## config.mk

```make
export PLATFORM = sky130hd
export DESIGN_NAME = recovery_sequencer
export DESIGN_NICKNAME = d
export VERILOG_FILES = /design/src/rtl/recovery_sequencer.sv
export SDC_FILE = /design/constraint.sdc
export NUM_CORES = 1
export LEC_CHECK = 0
export CORE_UTILIZATION = 30
export DETAILED_ROUTE_END_ITERATION = 10
export PLACE_DENSITY = 0.77
export SLEW_MARGIN = 20
export SYNTH_ARGS = -nofsm -noshare
export SYNTH_HDL_FRONTEND = slang
export SYNTH_SLANG_ARGS = --single-unit
```

## constraint.sdc

```tcl
create_clock -name clk_i -period 3.2 [get_ports clk_i]
set_clock_uncertainty 0.1 [all_clocks]
set_input_delay 0.96 -clock clk_i [delete_from_list [all_inputs] [get_ports clk_i]]
set_output_delay 0.96 -clock clk_i [all_outputs]
set_load 0.1 [all_outputs]
```

## src/rtl/recovery_sequencer.sv

```systemverilog
// ---------------------------------------------------------------------------
// recovery_sequencer
//
// Rolls the core back to its shadow register state after the lockstep
// comparator reports a mismatch. The sequence is: block fetch, wait for the
// pipeline to drain, copy shadow GPRs x1..xN into the core register file one
// register per cycle, then release the core. A further error during the copy
// restarts the copy from x1. Once the retry budget is spent, a further error
// raises a sticky fatal flag that only reset clears.
//
// Optional feature macro: RECOVERY_VERIFY_EN
//   When defined, a read-back VERIFY pass follows COPY. It compares the core
//   RF against the shadow file, and any mismatch counts as a retry. This adds
//   the rf_rdata_i port.
//
// Parameters
//   ADDR_WIDTH  register address width (registers 1..2^ADDR_WIDTH-1 copied)
//   DATA_WIDTH  register data width
//   MAX_RETRY   restarts allowed per recovery episode before fatal
//
// Ports
//   clk_i          clock
//   rst_n          synchronous active-low reset
//   error_i        comparator mismatch (level)
//   halt_ack_i     core drained and halted (level)
//   sgpr_raddr_o   shadow GPR read address
//   sgpr_rdata_i   shadow GPR read data (combinational from sgpr_raddr_o)
//   rf_rdata_i     core RF read data (RECOVERY_VERIFY_EN only)
//   rf_we_o        core RF write enable
//   rf_waddr_o     core RF write address
//   rf_wdata_o     core RF write data (pass-through of sgpr_rdata_i)
//   fetch_block_o  stall instruction fetch
//   done_o         one-cycle pulse when recovery completes
//   fatal_o        sticky, retry budget exhausted
//   retry_cnt_o    restarts taken in the current episode
// ---------------------------------------------------------------------------
module recovery_sequencer #(
  parameter int ADDR_WIDTH = 5,
  parameter int DATA_WIDTH = 32,
  parameter int MAX_RETRY  = 3
) (
  input  logic                           clk_i,
  input  logic                           rst_n,
  input  logic                           error_i,
  input  logic                           halt_ack_i,
  output logic [ADDR_WIDTH-1:0]          sgpr_raddr_o,
  input  logic [DATA_WIDTH-1:0]          sgpr_rdata_i,
`ifdef RECOVERY_VERIFY_EN
  input  logic [DATA_WIDTH-1:0]          rf_rdata_i,
`endif
  output logic                           rf_we_o,
  output logic [ADDR_WIDTH-1:0]          rf_waddr_o,
  output logic [DATA_WIDTH-1:0]          rf_wdata_o,
  output logic                           fetch_block_o,
  output logic                           done_o,
  output logic                           fatal_o,
  output logic [$clog2(MAX_RETRY+1)-1:0] retry_cnt_o
);

  localparam int RW = $clog2(MAX_RETRY + 1);

  localparam logic [ADDR_WIDTH-1:0] FIRST_IDX = {{(ADDR_WIDTH-1){1'b0}}, 1'b1};
  localparam logic [ADDR_WIDTH-1:0] LAST_IDX  = {ADDR_WIDTH{1'b1}};
  localparam logic [RW-1:0]         RETRY_MAX = RW'(MAX_RETRY);

  typedef enum logic [2:0] {
    S_IDLE,
    S_HALT,
    S_COPY,
    S_VERIFY,
    S_DONE,
    S_FATAL
  } state_t;

  state_t                state;
  logic [ADDR_WIDTH-1:0] idx;
  logic [RW-1:0]         retry_cnt;
  logic                  fetch_block;
  logic                  rf_we;
  logic                  done;
  logic                  fatal;
  logic                  retry_req;

  // A retry is requested by a comparator error. When verification is built
  // in, a read-back mismatch during the VERIFY walk also requests a retry.
  // Only COPY and VERIFY act on it.
`ifdef RECOVERY_VERIFY_EN
  logic verify_miss;
  assign verify_miss = (rf_rdata_i != sgpr_rdata_i);
  assign retry_req   = error_i | ((state == S_VERIFY) & verify_miss);
`else
  assign retry_req   = error_i;
`endif

  // Single sequencing process. Outputs are registered alongside the state so
  // that each one follows the state it belongs to without decode glitches.
  // On a retry, the write in the cycle that sees the error still happens;
  // only the next cycle restarts at x1. The error check comes before the
  // terminal check, so an error on the last register still restarts the copy.
  always_ff @(posedge clk_i) begin
    if (!rst_n) begin
      state       <= S_IDLE;
      idx         <= FIRST_IDX;
      retry_cnt   <= '0;
      fetch_block <= 1'b0;
      rf_we       <= 1'b0;
      done        <= 1'b0;
      fatal       <= 1'b0;
    end else begin
      done <= 1'b0;
      case (state)
        S_IDLE: begin
          if (error_i) begin
            state       <= S_HALT;
            fetch_block <= 1'b1;
          end
        end

        S_HALT: begin
          if (halt_ack_i) begin
            state <= S_COPY;
            idx   <= FIRST_IDX;
            rf_we <= 1'b1;
          end
        end

        S_COPY, S_VERIFY: begin
          if (retry_req) begin
            idx <= FIRST_IDX;
            if (retry_cnt == RETRY_MAX) begin
              state <= S_FATAL;
              fatal <= 1'b1;
              rf_we <= 1'b0;
            end else begin
              state     <= S_COPY;
              retry_cnt <= retry_cnt + RW'(1);
              rf_we     <= 1'b1;
            end
          end else if (idx == LAST_IDX) begin
            idx   <= FIRST_IDX;
            rf_we <= 1'b0;
`ifdef RECOVERY_VERIFY_EN
            if (state == S_COPY) begin
              state <= S_VERIFY;
            end else begin
              state     <= S_DONE;
              done      <= 1'b1;
              retry_cnt <= '0;
            end
`else
            state     <= S_DONE;
            done      <= 1'b1;
            retry_cnt <= '0;
`endif
          end else begin
            idx <= idx + ADDR_WIDTH'(1);
          end
        end

        S_DONE: begin
          state       <= S_IDLE;
          fetch_block <= 1'b0;
        end

        S_FATAL: begin
          // Sticky until reset; error_i is deliberately ignored here.
          state <= S_FATAL;
        end

        default: begin
          state       <= S_IDLE;
          idx         <= FIRST_IDX;
          retry_cnt   <= '0;
          fetch_block <= 1'b0;
          rf_we       <= 1'b0;
          fatal       <= 1'b0;
        end
      endcase
    end
  end

  assign sgpr_raddr_o  = idx;
  assign rf_waddr_o    = idx;
  assign rf_wdata_o    = sgpr_rdata_i;
  assign rf_we_o       = rf_we;
  assign fetch_block_o = fetch_block;
  assign done_o        = done;
  assign fatal_o       = fatal;
  assign retry_cnt_o   = retry_cnt;

endmodule

```

==> results.md <==
- Root Buffer: clkbuf_4
- Lkg Pwr: slightly below 0.4 nW
- Worst VDD drop: 204 uV
- Avg Cell Area, Syn: 8.69 um2
- Most common cell after layout, fill and taps aside: buf_4
- Mapped Area: between 1000 and 1500 um2
- 1st-iter DRT viols: 18
- Max-slew headroom: 0.696
- N_diodes: 0
- Post-route ant nets: 0
- Psw: 124 uW
- Critical path endpoint category: flop
- Layout cells sized above 1: 0.224
- Die ar.: ~3600 um2
- Comb pwr share: 0.216
- CP max FO: 10
- Ys async rst share: 0
- Final wirelength: around 1900 um
- Yosys cell types: 33
- First-pass GRT wire length: 2980 um
- Routability cong.: 0.736
- Via-per-instance ratio: 4.94
- CP max stage cell: clkdlybuf4s50_1
- Synth Warn #: 0
- Post_cts resized: 0
- Core outline area: 3130 um2
- Nets: 139
- Worst-case clock buffer depth: 2
- Gr ovfl total: 0
- Area grow syn2layout: -7.63%
- Routed len/inst: 13.6 um
- Final hold vios: 0
- Main synth FF type: dfxtp_1
- Total negative slack: 0 ns
- Status: finished clean
- Setup Buffers After CTS: 0
- Tmin final: 2.37 ns
- P_int: 247 uW
- Post-Syn Nets: roughly 160
- Worst-Margin Slew: 0.452 ns
- Design Power: 372 uW
- Crit share post-route: 0.740
- Cts bufs inserted: 3
- CTS tree: yes
- WP data required: 3.29 ns
- IO Pins: 84
- Worst Hold Class: flop to flop
- CP startpoint kind: input port
- CP max stage delay: between 0.5 and 0.6 ns
- Highest Clock Rate: about 420 MHz
- Drt drc: 0
- Critical Path AT: 2.46 ns
- Mapped Cells: around 120
- Sw Ratio: 0.335
- Vias in the first global route: 630
- Number of synthesized flops with an enable pin: 0
- Clock Sinks: 14
- CP Class: input port to flop
- Initial Utilization: 0.325
- Drt pass-1 iters: 4
- Clock network fraction of total power: 0.276
- GRT Total Usage: 0.112
- Worst setup margin: 0.833 ns
- Port Buffer Count: 19
- Synthesized flop and latch total: 14
- HPWL after detailed placement: 1430 um
- Most frequent cells in the layout: buf_4, dfxtp_1, nand2_1, a21oi_1
- Maxcap violations: 0
- Clk Latency, worst-skew pair: 0.29 ns
- Row cnt: 20
- Reg power frac: 0.507
- Number of H-tree levels: 1
- Pre-CTS WS: around 0.55 ns
- Die height: 60.2 um
- Setup repair after global routing missed its margin: false
- Max Slew Vio Count: 0
- Pwr per Cell Area: approximately 400 nW/um2
- Register area share after synthesis: 0.276
- Worst-path cell chain: clkdlybuf4s50_1 -> nor4b_4 -> a41oi_1 -> a311oi_2
- Via count: 702
- Worst-path clk slew: roughly 0.08 ns
- Pin count of the biggest net entering global routing: 16
- Setup violators final: 0
- # hold bufs at CTS: 0
- Initial antenna violation count: 0
- Fillers: between 300 and 400
- Die X: 60.2 um
==> Yosys cell counts (3+ instances only) <==
cell,n,area [um2]
a21oi_1,6,30.0
and3b_1,3,26.3
buf_4,38,285
dfxtp_1,14,280
ha_1,3,37.5
mux2i_1,4,40.0
nand2_1,8,30.0
nand3_1,3,15.0
nand3b_1,3,22.5
nor2_1,3,11.3
nor2b_1,4,25.0
==> worst max-delay path, delay by kind of cell <==
kind / cells / cell delay, ns
buf+inv: 1 / 0.59
compound gates: 2 / 0.46
simple gates: 1 / 0.45
==> worst paths after layout <==
path,to,slack (ns),depth (start not counted),from
hold reg to reg,rf_we_o$_SDFFE_PN0P_,0.37,2,rf_we_o$_SDFFE_PN0P_
hold / removal,rf_we_o$_SDFFE_PN0P_,0.37,2,rf_we_o$_SDFFE_PN0P_
setup reg to reg,retry_cnt_o[0]$_SDFFE_PN0P_,1.09,6,rf_waddr_o[0]$_SDFFE_PN1P_
setup / recovery,rf_waddr_o[3]$_SDFFE_PN0P_,0.83,4,error_i
==> per-stage QoR <==
| step | cells | hold slack (ns) | instance area (um2) | utilization |
|---|---|---|---|---|
| after detailed placement | 139 | 0.365 | 917 | 0.293 |
| after global routing | 142 | 0.391 | 940 | 0.300 |
| final | 142 | 0.369 | 940 | 0.300 |
| after floorplan | 117 | 0.420 | 1020 | - |
| after global placement | 139 | 0.358 | 917 | 0.293 |
| after CTS | 142 | 0.377 | 940 | 0.300 |
==> per-layer routing <==
| layer | global-route usage | up-vias | part of all wire |
|---|---|---|---|
| li1 | - | 331 | - |
| met1 | 0.134 | 331 | 0.44 |
| met2 | 0.177 | 32 | 0.44 |
| met3 | 0.0476 | 8 | 0.11 |
| met4 | 0.0365 | 0 | 0.015 |
| met5 | 0 | - | 0 |
==> registers in the layout, summed over array words and instances (netlist names) <==
name and cells:
rf_we_o 1, rf_waddr_o 5, state 3, fatal_o 1, retry_cnt_o 2, done_o 1
fetch_block_o 1
==> cell families after synthesis <==
| logic type | synth area share |
|---|---|
| buffers and inverters | 0.311 |
| and+or+nand+nor | 0.202 |
| AOI/OAI and AO/OA | 0.135 |
| DFF | 0.276 |
| muxes | 0.0394 |
| adders and majority gates | 0.0369 |
==> area by class of cell <==
cell class | count | area [um2] | share of cell area
clock buffer | 3 | 22.5 | 0.0240
inverter | 3 | 11.3 | 0.0120
multi-input combinational | 59 | 420 | 0.447
sequential | 14 | 280 | 0.298
tap | 44 | 55.1 | 0.0586
timing repair buffer | 19 | 150 | 0.160
==> power groups by stage <==
stage | Clock (mW) | Combinational (mW) | Sequential, mW
2_1_floorplan | 0 | 0.233 | 0.213
3_3_place_gp | 0 | 0.0785 | 0.192
3_5_place_dp | 0 | 0.0802 | 0.193
4_1_cts | 0.103 | 0.0805 | 0.188
5_1_grt | 0.113 | 0.0860 | 0.189
6_report | 0.103 | 0.0803 | 0.188
(Power assumes the default switching activity.)
